File: src/rtl/telemetry_pkg.sv
// Shared state type, ASCII constants and hex formatting for the angle telemetry transmitter.
// Build option: define TX_PARITY_EN to add an even-parity bit to every byte.
package telemetry_pkg;

  typedef enum logic [1:0] {
    IDLE      = 2'd0,
    LOAD      = 2'd1,
    SEND_BYTE = 2'd2,
    NEXT      = 2'd3
  } state_e;

  localparam logic [7:0] ASCII_S  = 8'h53;
  localparam logic [7:0] ASCII_E  = 8'h45;
  localparam logic [7:0] ASCII_LF = 8'h0A;
  localparam logic [7:0] ASCII_0  = 8'h30;
  localparam logic [7:0] ASCII_A  = 8'h41;

  localparam int FRAME_LEN  = 15;
  localparam int HEX_DIGITS = 6;
  localparam logic [3:0] LAST_BYTE_IDX = 4'(FRAME_LEN - 1);

`ifdef TX_PARITY_EN
  localparam int BITS_PER_BYTE = 11;
`else
  localparam int BITS_PER_BYTE = 10;
`endif

  function automatic logic [7:0] hex_ascii(input logic [3:0] nib);
    if (nib < 4'd10) return ASCII_0 + {4'b0000, nib};
    else return ASCII_A + {4'b0000, nib} - 8'd10;
  endfunction

endpackage

File: src/rtl/uart_tx_byte.sv
// Serialises one byte as start / 8 data LSB first / [even parity] / stop, CLKS_PER_BIT cycles per bit.
// Build option: TX_PARITY_EN adds the parity bit. A load in the final stop cycle chains bytes gaplessly.
module uart_tx_byte
  import telemetry_pkg::*;
#(
  parameter int CLKS_PER_BIT = 434
) (
  input  logic       clk,
  input  logic       reset,
  input  logic       i_load,
  input  logic [7:0] i_data,
  output logic       o_tx,
  output logic       o_byte_done
);

  localparam logic [15:0] BIT_RELOAD = 16'(CLKS_PER_BIT - 1);
  localparam logic [3:0]  LAST_BIT   = 4'(BITS_PER_BYTE - 1);

  logic                     r_active;
  logic [BITS_PER_BYTE-1:0] r_shift;
  logic [3:0]               r_bit_idx;
  logic [15:0]              r_bit_cnt;
  logic [BITS_PER_BYTE-1:0] w_frame;
  logic                     w_bit_end;

`ifdef TX_PARITY_EN
  assign w_frame = {1'b1, ^i_data, i_data, 1'b0};
`else
  assign w_frame = {1'b1, i_data, 1'b0};
`endif

  assign w_bit_end   = r_active && (r_bit_cnt == 16'd0);
  assign o_byte_done = w_bit_end && (r_bit_idx == LAST_BIT);
  assign o_tx        = r_active ? r_shift[0] : 1'b1;

  always_ff @(posedge clk or posedge reset) begin
    if (reset) begin
      r_active  <= 1'b0;
      r_shift   <= '0;
      r_bit_idx <= 4'd0;
      r_bit_cnt <= 16'd0;
    end else if (i_load) begin
      r_active  <= 1'b1;
      r_shift   <= w_frame;
      r_bit_idx <= 4'd0;
      r_bit_cnt <= BIT_RELOAD;
    end else if (w_bit_end) begin
      r_bit_cnt <= BIT_RELOAD;
      r_shift   <= {1'b1, r_shift[BITS_PER_BYTE-1:1]};
      if (r_bit_idx == LAST_BIT) begin
        r_active  <= 1'b0;
        r_bit_idx <= 4'd0;
      end else begin
        r_bit_idx <= r_bit_idx + 4'd1;
      end
    end else if (r_active) begin
      r_bit_cnt <= r_bit_cnt - 16'd1;
    end
  end

endmodule

File: src/rtl/angle_telemetry_tx.sv
// Sends "S<6 hex shoulder>E<6 hex elbow>\n" over UART on each accepted start; frame FSM and hex formatter.
// Build option: TX_PARITY_EN (even parity per byte, 11 bits per byte instead of 10).
module angle_telemetry_tx
  import telemetry_pkg::*;
#(
  parameter int CLKS_PER_BIT = 434
) (
  input  logic        clk,
  input  logic        reset,
  input  logic        start,
  input  logic [23:0] shoulder_angle,
  input  logic [23:0] elbow_angle,
  output logic        tx,
  output logic        busy,
  output logic        done,
  output state_e      o_dbg_state
);

  state_e      r_state;
  state_e      w_next_state;
  logic [3:0]  r_byte_idx;
  logic [23:0] r_shoulder;
  logic [23:0] r_elbow;
  logic        w_frame_end;
  logic        w_accept;
  logic        w_load;
  logic        w_byte_done;
  logic [3:0]  w_load_idx;
  logic [7:0]  w_load_data;
  logic [23:0] w_word;
  logic [2:0]  w_digit;
  logic [4:0]  w_shamt;
  logic [3:0]  w_nibble;

  // NEXT at the last index is the done cycle; it behaves like IDLE for accepting start.
  assign w_frame_end = (r_state == NEXT) && (r_byte_idx == LAST_BYTE_IDX);
  assign o_dbg_state = r_state;

  always_ff @(posedge clk or posedge reset) begin
    if (reset) r_state <= IDLE;
    else       r_state <= w_next_state;
  end

  always_comb begin
    w_next_state = r_state;
    case (r_state)
      IDLE:      if (start) w_next_state = LOAD;
      LOAD:      w_next_state = SEND_BYTE;
      SEND_BYTE: if (w_byte_done) w_next_state = NEXT;
      NEXT: begin
        if (r_byte_idx < LAST_BYTE_IDX) w_next_state = SEND_BYTE;
        else if (start)                 w_next_state = LOAD;
        else                            w_next_state = IDLE;
      end
      default:   w_next_state = IDLE;
    endcase
  end

  always_comb begin
    busy       = !((r_state == IDLE) || w_frame_end);
    done       = w_frame_end;
    w_accept   = start && ((r_state == IDLE) || w_frame_end);
    w_load     = w_accept ||
                 ((r_state == SEND_BYTE) && w_byte_done && (r_byte_idx < LAST_BYTE_IDX));
    w_load_idx = w_accept ? 4'd0 : r_byte_idx + 4'd1;
  end

  // Byte 0 is the constant 'S', so the accepting edge can load it before the angles are latched.
  always_ff @(posedge clk or posedge reset) begin
    if (reset) begin
      r_shoulder <= 24'd0;
      r_elbow    <= 24'd0;
      r_byte_idx <= 4'd0;
    end else begin
      if (w_accept) begin
        r_shoulder <= shoulder_angle;
        r_elbow    <= elbow_angle;
      end
      if (r_state == LOAD)
        r_byte_idx <= 4'd0;
      else if ((r_state == NEXT) && (r_byte_idx < LAST_BYTE_IDX))
        r_byte_idx <= r_byte_idx + 4'd1;
    end
  end

  assign w_word   = (w_load_idx <= 4'(HEX_DIGITS)) ? r_shoulder : r_elbow;
  assign w_digit  = (w_load_idx <= 4'(HEX_DIGITS)) ? 3'(w_load_idx - 4'd1)
                                                   : 3'(w_load_idx - 4'(HEX_DIGITS + 2));
  assign w_shamt  = 5'd20 - {w_digit, 2'b00};
  assign w_nibble = 4'(w_word >> w_shamt);

  always_comb begin
    w_load_data = ASCII_LF;
    if (w_load_idx == 4'd0)                        w_load_data = ASCII_S;
    else if (w_load_idx <= 4'(HEX_DIGITS))         w_load_data = hex_ascii(w_nibble);
    else if (w_load_idx == 4'(HEX_DIGITS + 1))     w_load_data = ASCII_E;
    else if (w_load_idx <= 4'(2 * HEX_DIGITS + 1)) w_load_data = hex_ascii(w_nibble);
  end

  uart_tx_byte #(
    .CLKS_PER_BIT(CLKS_PER_BIT)
  ) u_uart_tx_byte (
    .clk        (clk),
    .reset      (reset),
    .i_load     (w_load),
    .i_data     (w_load_data),
    .o_tx       (tx),
    .o_byte_done(w_byte_done)
  );

endmodule
File: config.mk
export PLATFORM = sky130hd
export DESIGN_NAME = angle_telemetry_tx
export DESIGN_NICKNAME = d
export VERILOG_FILES = /design/src/rtl/telemetry_pkg.sv /design/src/rtl/uart_tx_byte.sv /design/src/rtl/angle_telemetry_tx.sv
export SDC_FILE = /design/constraint.sdc
export NUM_CORES = 1
export LEC_CHECK = 0
export ABC_AREA = 1
export BUFFER_PORTS_ARGS = -buffer_cell sky130_fd_sc_hd__buf_2
export CORE_UTILIZATION = 40
export DETAILED_ROUTE_END_ITERATION = 8
export PLACE_DENSITY = 0.61
export SLEW_MARGIN = 20
export SYNTH_ARGS = -nofsm -noshare
export SYNTH_HDL_FRONTEND = slang
export SYNTH_HIERARCHICAL = 1
export SYNTH_SLANG_ARGS = --single-unit
File: constraint.sdc
create_clock -name clk -period 10.25 [get_ports clk]
set_input_delay 1.025 -clock clk [delete_from_list [all_inputs] [get_ports clk]]
set_output_delay 1.025 -clock clk [all_outputs]
set_load 0.02 [all_outputs]
### Yosys cells after proc, flatten, opt, wreduce, memory -nomap -nowiden

Index checks and enable logic that the tools add are counted.

| word-level totals | value |
|---|---|
| register bits | 85 |
| bits of input ports | 51 |
| output and inout port bits | 5 |
| logic and storage cells | 76 |

| operators by class | value |
|---|---|
| add/sub/neg operators | 9 |
| $lt $le $gt $ge | 4 |
| eq/ne operators | 8 |
| shift operators | 1 |
| muxes and demuxes | 27 |
| reductions and logical operators | 19 |

Operators with widths:

| operator | number |
|---|---|
| $mux W16 | 3 |
| $mux W8 | 5 |
| $mux W24 | 1 |
| $mux W4 | 6 |
| $shr A24 B5 Y4 | 1 |
| $mux W10 | 2 |
| $logic_not A16 Y1 | 1 |
| $sub A16 B1 Y16 const B | 1 |
| $add A4 B1 Y4 const B | 2 |
| $add A7 B4 Y8 const A | 1 |
| $eq A4 B4 Y1 const B | 2 |
| $lt A4 B4 Y1 const B | 2 |
| $pmux W2 S4 | 1 |
| $sub A8 B4 Y8 const B | 1 |
| $add A6 B4 Y7 const A | 1 |
| $logic_and A1 B1 Y1 | 7 |
| $mux W2 | 3 |
| $reduce_bool A2 Y1 | 3 |
| $sub A3 B1 Y3 const B | 2 |
| $mux W1 | 5 |
| $sub A5 B5 Y5 const A | 1 |
| $eq A2 B2 Y1 const B | 2 |
| $eq A4 B3 Y1 const B | 1 |
| $le A4 B3 Y1 const B | 1 |
| 10 further kinds | 13 |

### Longest topological paths before layout

Gate-level depths: netlist (run 1).

| depth | value |
|---|---|
| depth in word-level cells | 17 |
| gate-level depth with buffers | 30 |
| depth with buffers taken out | 29 |

### By module

The synthesis (run 1) kept the hierarchy.

By module, submodules not included:

| module | instances | cells an instance | area an instance (sq um) | seq. area each (sq um) |
|---|---|---|---|---|
| angle_telemetry_tx | 1 | 434 | 3106.7 | 1351.3 |
| uart_tx_byte | 1 | 223 | 1740.4 | 775.7 |

### Worst setup path before layout (run 1)

Ideal clock, no wire load.

| path | value |
|---|---|
| kind | input to register |
| start point | in start |
| end point | reg u_uart_tx_byte.r_shift[3] |
| setup time | 126 ps |
| arrival time | 3360 ps |
| required time | 10124 ps |
| slack | 6764 ps |
| stages on the path | 26 |
| path buffers | 2 |
| cell sequence | nand2_2 -> buf_6 -> inv_2 -> nor2_1 -> ha_1 -> nand4_4 -> nand2_4 -> nand2_4 -> nand2_4 -> inv_2 -> buf_6 -> nand2_1 -> nand3_1 -> nand2_1 -> nand3_1 -> inv_1 -> ha_1 -> nand3_1 -> nand2_1 -> inv_1 -> nand2_1 -> a21oi_1 -> nand2_1 -> o21ai_0 -> nand2_1 -> o21ai_0 |

| between the ends | value |
|---|---|
| word-level cells in the longest chain between the ends | 14 |
| elaborated cells on any way between the ends | 24 |
| classes of those cells | add/sub: 6; order compare: 3; eq/ne: 1; shift: 1; mux: 9; reduce/logical: 4 |

Ends and longest elaborated chain:

| what | line | RTL |
|---|---|---|
| start: declaration | angle_telemetry_tx.sv:10 | `input logic start,` |
| $logic_and A1 B1 Y1 * | angle_telemetry_tx.sv:62 | `w_accept = start && ((r_state == IDLE) \|\| w_frame_end);` |
| $mux W4 * | angle_telemetry_tx.sv:65 | `w_load_idx = w_accept ? 4'd0 : r_byte_idx + 4'd1;` |
| $le A4 B3 Y1, or another cell as far along | angle_telemetry_tx.sv:86, angle_telemetry_tx.sv:87, angle_telemetry_tx.sv:95 |  |
| $mux W3 | angle_telemetry_tx.sv:87 | `assign w_digit = (w_load_idx <= 4'(HEX_DIGITS)) ? 3'(w_load_idx - 4'd1)` |
| $sub A5 B5 Y5 | angle_telemetry_tx.sv:89 | `assign w_shamt = 5'd20 - {w_digit, 2'b00};` |
| $shr A24 B5 Y4 | angle_telemetry_tx.sv:90 | `assign w_nibble = 4'(w_word >> w_shamt);` |
| $add A7 B4 Y8 | telemetry_pkg.sv:30 | `else return ASCII_A + {4'b0000, nib} - 8'd10;` |
| $sub A8 B4 Y8 | telemetry_pkg.sv:30 |  |
| $mux W8 | telemetry_pkg.sv:29 | `if (nib < 4'd10) return ASCII_0 + {4'b0000, nib};` |
| $mux W8 | angle_telemetry_tx.sv:97 | `else if (w_load_idx <= 4'(2 * HEX_DIGITS + 1)) w_load_data = hex_ascii(w_nibble);` |
| $mux W8 | angle_telemetry_tx.sv:96 | `else if (w_load_idx == 4'(HEX_DIGITS + 1)) w_load_data = ASCII_E;` |
| $mux W8 | angle_telemetry_tx.sv:95 | `else if (w_load_idx <= 4'(HEX_DIGITS)) w_load_data = hex_ascii(w_nibble);` |
| $mux W8 * | angle_telemetry_tx.sv:94 | `if (w_load_idx == 4'd0) w_load_data = ASCII_S;` |
| via w_load_data[2] | angle_telemetry_tx.sv:29 | `logic [7:0] w_load_data;` |
| $mux W10 * | uart_tx_byte.sv:42 | `end else if (i_load) begin` |
| end signal: assignment | uart_tx_byte.sv:44 | `r_shift <= w_frame;` |
| end signal: assignment | uart_tx_byte.sv:49 | `r_shift <= {1'b1, r_shift[BITS_PER_BYTE-1:1]};` |
| end: declaration | uart_tx_byte.sv:20 | `logic [BITS_PER_BYTE-1:0] r_shift;` |

Mark *: on every way through the listed nets, which the timed path passes. The rest lies on a longest branch.
A chain may end at the register's enable or synchronous reset.

### Worst setup path after layout (run 1)

| path | value |
|---|---|
| start point | reg r_byte_idx[0] |
| end point | reg u_uart_tx_byte.r_shift[3] |

| between the ends | value |
|---|---|
| word-level cells in the longest chain between the ends | 17 |
| elaborated cells on any way between the ends | 30 |
| classes of those cells | add/sub: 7; order compare: 4; eq/ne: 2; shift: 1; mux: 9; reduce/logical: 7 |

Ends and longest elaborated chain:

| what | line | RTL |
|---|---|---|
| start: declaration | angle_telemetry_tx.sv:21 | `logic [3:0] r_byte_idx;` |
| start signal: assignment | angle_telemetry_tx.sv:82 | `r_byte_idx <= r_byte_idx + 4'd1;` |
| parallel branches: the longest is 4 deep, another holds $add A4 B1 Y4 | -- |  |
| $mux W4 * | angle_telemetry_tx.sv:65 |  |
| $le A4 B3 Y1, or another cell as far along | angle_telemetry_tx.sv:86, angle_telemetry_tx.sv:87, angle_telemetry_tx.sv:95 |  |
| $mux W3 | angle_telemetry_tx.sv:87 |  |
| $sub A5 B5 Y5 | angle_telemetry_tx.sv:89 |  |
| $shr A24 B5 Y4 | angle_telemetry_tx.sv:90 |  |
| $add A7 B4 Y8 | telemetry_pkg.sv:30 |  |
| $sub A8 B4 Y8 | telemetry_pkg.sv:30 |  |
| $mux W8 | telemetry_pkg.sv:29 |  |
| $mux W8 | angle_telemetry_tx.sv:97 |  |
| $mux W8 | angle_telemetry_tx.sv:96 |  |
| $mux W8 | angle_telemetry_tx.sv:95 |  |
| $mux W8 * | angle_telemetry_tx.sv:94 |  |
| via w_load_data[2] | angle_telemetry_tx.sv:29 |  |
| $mux W10 * | uart_tx_byte.sv:42 |  |

Mark *: on every way through the listed nets, which the timed path passes.

==> flow_summary.json, run 1 <==
{
  "status": "complete, but fails checks",
  "violations": "design-rule violations",
  "postCtsResizedCells": 0,
  "place_ws_ns": 5.88,
  "multi_input_area_um2": 2290,
  "slowest_delay_ns": 0.42,
  "synth_mux_area_share_pct": 0,
  "synth_cell_types": 40,
  "relSlewSlack_pct": 52.9,
  "dp_hpwl_mm": 8.11,
  "fill_cells": 1189,
  "io_buffers": 55,
  "yosys_register_bits": 85,
  "skew_ns": 0.00902,
  "clk-insertion-delay-late_ns": 0.35,
  "hold_buffers": 0,
  "cp_data_required_time_ns": 10.47,
  "synth.avg_cell_area_um2": 7.38,
  "die_area_um2": 12600,
  "synth_fa_ha_area_share_pct": 2.58,
  "tns_ns": 0,
  "hold-path-cell-count": 2,
  "worstMarginPinSlew_ns": 0.706,
  "synth_cells": 657,
  "synth_xor_area_share_pct": 1.60,
  "postLayoutCoreUtil_pct": 47.5,
  "cp_slowest_cell": "dfrtp_1",
  "clock.fmax_mhz": 239,
  "final_common_cell": "nand2_1",
  "regArea_um2": 2130,
  "post-route-period-util_pct": 40.8,
  "cp-end-kind": "flip-flop",
  "coreArea_um2": 11600,
  "yosys_warnings": 6,
  "crit_path_frequent_cell": "nand2_1",
  "maxSlewViolCount": 0,
  "leakagePower_nw": 2.99,
  "drive_above_1_share_pct": 17.0,
  "rows": 39,
  "r2r_cells": 29,
  "worstSetupPathType": "flip-flop to flip-flop",
  "post-cts-setup-buffers": 0,
  "cp-start-kind": "flip-flop",
  "cts_made_buffers": 9,
  "start_util_pct": 41.7,
  "cap_violations": 0,
  "antenna_left": 0,
  "cts_tree": "yes",
  "fin_ws_ns": 6.06,
  "synthToLayoutAreaGrowth_pct": 13.7,
  "finalSetupViolCount": 0,
  "antenna_found_initial": 0,
  "die_h_um": 112,
  "synth-edff-count": 0,
  "cts_max_level": 3,
  "ys_seq_area_share_pct": 43.9,
  "grt_max_degree": 65,
  "rsz0062_at_grt": "no",
  "synth_compound_area_share_pct": 8.18,
  "grt_pass1_vias": 4245,
  "cts.sinks": 85,
  "syn_area_um2": 4850,
  "num_vias": 4128,
  "overflow": 0,
  "ys_async_sr_fraction_pct": 100,
  "viasPerCell": 4.83,
  "synthFlopType": "dfrtp_1",
  "syn-num-nets": 718,
  "synth-simple-area-share_pct": 34.7,
  "wl_per_cell_um": 12.9,
  "powerDensity_nw_per_um2": 125,
  "die_w_um": 112,
  "track_usage_pct": 19.8,
  "critPathArrivalTime_ns": 4.41,
  "drtPass1Iterations": 6,
  "drc": 2,
  "ir_worst_vdd_uv": 77.8,
  "num_io_pins": 56,
  "nets": 769,
  "synth_top_family_by_area": "simple AND/OR/NAND/NOR gates",
  "antenna_cells": 0,
  "path_clk_slew_ns": 0.06,
  "clock_path_buffers": 2,
  "wl_mm": 11.0,
  "grt_pass1_wl_mm": 19.6,
  "path_max_fanout": 40,
  "hold_viol": 0,
  "root_buffer": "clkbuf_16",
  "period_needed_ns": 4.19,
  "gp_congestion": 0.850,
  "drt-initial-drc-count": 235,
  "final_cell_mix": "nand2_1, dfrtp_1, inv_1",
  "hp-class": "flip-flop to flip-flop"
}
[synthesized netlist by cell type, types with 3 or more instances]
| cell | number | area, um2 |
|---|---|---|
| xor2_1 | 6 | 52.6 |
| nand2_4 | 8 | 90.1 |
| inv_1 | 71 | 267 |
| o21ai_0 | 47 | 235 |
| nand3_1 | 33 | 165 |
| nor2_2 | 6 | 37.5 |
| nor2_1 | 48 | 180 |
| nor3_1 | 7 | 35.0 |
| o21ai_1 | 12 | 60.1 |
| inv_2 | 7 | 26.3 |
| nand3_2 | 3 | 30.0 |
| nand2_1 | 252 | 946 |
| nor2_4 | 3 | 33.8 |
| nand2_2 | 9 | 56.3 |
| a21oi_1 | 8 | 40.0 |
| dfrtp_1 | 85 | 2130 |
| clkbuf_1 | 11 | 41.3 |
| ha_1 | 10 | 125 |
| buf_6 | 6 | 67.6 |
[critical path: cells and delay by family, from the launching register on]
| family | cells | cell delay (ns) |
|---|---|---|
| fa+ha+maj | 3 | 0.67 |
| flops | 1 | 0.42 |
| buf+inv | 6 | 0.81 |
| compound gates | 4 | 0.29 |
| simple gates | 16 | 1.83 |
[final timing paths]
check | start | to | slack, ns
setup / recovery | r_byte_idx[0] | u_uart_tx_byte/r_shift[3] | 6.06
hold / removal | u_uart_tx_byte/r_shift[9] | u_uart_tx_byte/r_shift[9] | 0.46
setup reg to reg | r_byte_idx[0] | u_uart_tx_byte/r_shift[3] | 6.06
hold reg to reg | u_uart_tx_byte/r_shift[9] | u_uart_tx_byte/r_shift[9] | 0.46
max in group asynchronous | reset | r_elbow[8] | 8.89
min in group asynchronous | reset | u_uart_tx_byte/r_shift[8] | 0.70
[report_power, final]
group / internal [mW] / switching, mW / leakage (nW)
Combinational: 0.00725 / 0.00980 / 1.78
Sequential: 0.336 / 0.0000414 / 1.07
Clock: 0.201 / 0.134 / 0.149
Total: 0.544 / 0.143 / 2.99
[layer usage]
layer | share of wire [%] | GRT usage (%) | wire [um] | vias up
li1 | - | - | - | 2128
met1 | 49 | 25.9 | 5410 | 1918
met2 | 46 | 32.0 | 5050 | 66
met3 | 3.4 | 4.37 | 373 | 16
met4 | 1.9 | 8.09 | 207 | 0
met5 | 0 | 0 | 0 | -
[stage by stage]
stage | cells | hold slack (ns) | power, mW | instance area [um2]
2_1_floorplan | 657 | 0.418 | 0.347 | 4850
3_3_place_gp | 840 | 0.442 | 0.359 | 5210
3_5_place_dp | 840 | 0.446 | 0.360 | 5210
4_1_cts | 855 | 0.459 | 0.698 | 5510
5_1_grt | 855 | 0.482 | 0.711 | 5510
6_report | 855 | 0.459 | 0.688 | 5510
[layout make-up]
cell class / count / share of cell area (%)
Multi-Input combinational cell: 472 / 41.5
Sequential cell: 85 / 38.6
Timing Repair Buffer: 60 / 5.67
Inverter: 80 / 5.58
Clock buffer: 12 / 4.65
Tap cell: 143 / 3.25
Clock inverter: 3 / 0.794
[sequential cells by signal, indices dropped and copies added, names as in the netlist]
name,cells
r_shoulder,24
u_uart_tx_byte/r_active,1
u_uart_tx_byte/r_bit_cnt,16
o_dbg_state,2
r_byte_idx,4
u_uart_tx_byte/r_shift,10
u_uart_tx_byte/r_bit_idx,4
r_elbow,24
[kinds of logic after synthesis]
family,count (synthesis)
buffers and inverters,100
and+or+nand+nor,378
xor gates and xnor gates,8
adders and majority gates,10
other,1
DFF,85
AOI/OAI and AO/OA,75
No activity file was read; power rests on OpenSTA's default activity.
==> run 2: changes to the inputs <==
clock period = 4.1 ns   (was 10.25 ns; I/O delays follow)
==> flow_summary.json, run 2 (synthesis gave the netlist of run 1 again) <==
{
  "grt_max_degree": 65,
  "crit_path_frequent_cell": "nand2_1",
  "post-route-period-util_pct": 88.6,
  "post-place-cells": 840,
  "use_met2_pct": 31.1,
  "antenna_left": 0,
  "finish.instance_area_um2": 5540,
  "grt_pass1_vias": 4274,
  "finalSetupViolCount": 0,
  "die_h_um": 112,
  "dp_hpwl_mm": 8.23,
  "tns_ns": 0,
  "wl_mm": 11.1,
  "cp_slowest_cell": "dfrtp_1",
  "root_buffer": "clkbuf_16",
  "overflow": 0,
  "cts_made_buffers": 9,
  "num_io_pins": 56,
  "grt_pass1_wl_mm": 19.8,
  "cts.sinks": 85,
  "start_util_pct": 41.7,
  "cp-end-kind": "flip-flop",
  "die_area_um2": 12600,
  "worstSetupPathType": "flip-flop to flip-flop",
  "worstSetupEndpoint": "u_uart_tx_byte/r_shift[3]",
  "fin_hold_ws_ns": 0.108,
  "hold_buffers": 0,
  "drc": 2,
  "cap_violations": 0,
  "hp-class": "input pin to asynchronous set/reset pin",
  "cp_top_family": "simple AND/OR/NAND/NOR gates",
  "rows": 39,
  "wl_per_cell_um": 12.9,
  "io_buffers": 55,
  "antenna_cells": 0,
  "antenna_found_initial": 0,
  "clock_path_buffers": 2,
  "stdcell_count": 856,
  "relSlewSlack_pct": 52.9,
  "maxSlewViolCount": 0,
  "critPathLaunch": "r_byte_idx[0]",
  "slowest_delay_ns": 0.42,
  "top_regs": "r_elbow: 24 flops, r_shoulder: 24 flops, u_uart_tx_byte/r_bit_cnt: 16 flops",
  "r2r_cells": 28,
  "worstMarginPinSlew_ns": 0.706,
  "cts_max_level": 3,
  "post-cts-setup-buffers": 0,
  "crit_cells": 28,
  "skew_ns": 0.00393,
  "leakagePower_nw": 2.99,
  "ir_worst_vdd_uv": 229,
  "synthToLayoutAreaGrowth_pct": 14.4,
  "gp_congestion": 0.880,
  "cp-start-kind": "flip-flop",
  "drt-initial-drc-count": 356,
  "busiest_layer": "met2",
  "clk-insertion-delay-late_ns": 0.34,
  "status": "complete, but fails checks",
  "num_vias": 4110,
  "crit_buf_inv": 4,
  "cp_data_required_time_ns": 4.32,
  "drive_above_1_share_pct": 17.1,
  "final_common_cell": "nand2_1",
  "r2r_end": "u_uart_tx_byte/r_shift[3]",
  "viasPerCell": 4.80,
  "period_needed_ns": 3.63,
  "nets": 769,
  "path_clk_slew_ns": 0.06,
  "path_max_fanout": 34,
  "reg2reg_setup_slack_ns": 0.47,
  "violations": "design-rule violations",
  "hold_viol": 0,
  "grtUsageMet1_pct": 27.0,
  "final_cell_mix": "nand2_1, dfrtp_1, inv_1",
  "drtPass1Iterations": 6,
  "die_w_um": 112,
  "clock.fmax_mhz": 275,
  "total_power_mw": 1.75,
  "powerDensity_nw_per_um2": 316,
  "met3_usage_pct": 4.75,
  "rsz0062_at_grt": "no",
  "critPathArrivalTime_ns": 3.85,
  "track_usage_pct": 19.9,
  "placed_area_um2": 5210,
  "rr_startpoint": "r_byte_idx[0]",
  "coreArea_um2": 11600,
  "cts_tree": "yes"
}
==> run 2: worst min-delay path by stage <==
stage,from,endpoint,slack [ns],depth (start not counted)
6_report,reset,u_uart_tx_byte/r_bit_cnt[13],0.11,2
5_1_grt,reset,u_uart_tx_byte/r_shift[9],0.14,2
4_1_cts,reset,u_uart_tx_byte/r_bit_cnt[13],0.12,2
3_5_place_dp,u_uart_tx_byte/r_shift[9],u_uart_tx_byte/r_shift[9],0.45,2
3_3_place_gp,u_uart_tx_byte/r_shift[9],u_uart_tx_byte/r_shift[9],0.44,2
2_1_floorplan,u_uart_tx_byte/r_shift[9],u_uart_tx_byte/r_shift[9],0.42,2
==> run 2: cell type report <==
| class | count | area (um2) |
|---|---|---|
| clock inverters | 5 | 83.8 |
| multi-input cells | 472 | 2300 |
| well taps | 143 | 179 |
| clock buffers | 11 | 233 |
| repair buffers | 60 | 317 |
| flip-flops and latches | 85 | 2130 |
| inverters | 80 | 308 |
| fillers | 1176 | 6070 |
==> run 2: through the flow <==
stage	setup slack [ns]	util [%]
6_report	0.469	47.7
5_1_grt	0.0285	47.7
4_1_cts	0.310	47.6
3_5_place_dp	0.331	44.9
3_3_place_gp	0.543	44.9
2_1_floorplan	0.777	-
==> run 2: repair_timing <==
item / CTS / global route
setup endpoints to repair: 0 / 2
resized for setup: 0 / 3
endpoints found under the hold margin: 0 / 0
==> run 2: where the power goes <==
part | total [mW] | internal [mW] | switching (mW)
clock | 0.870 | 0.536 | 0.334
sequential | 0.839 | 0.839 | 0.000119
combinational | 0.0431 | 0.0182 | 0.0250
total | 1.75 | 1.39 | 0.359
==> run 2: per-layer routing <==
metal | routed length (um) | up-vias
li1 | - | 2133
met1 | 5410 | 1893
met2 | 5030 | 69
met3 | 435 | 15
met4 | 191 | 0
met5 | 0 | -
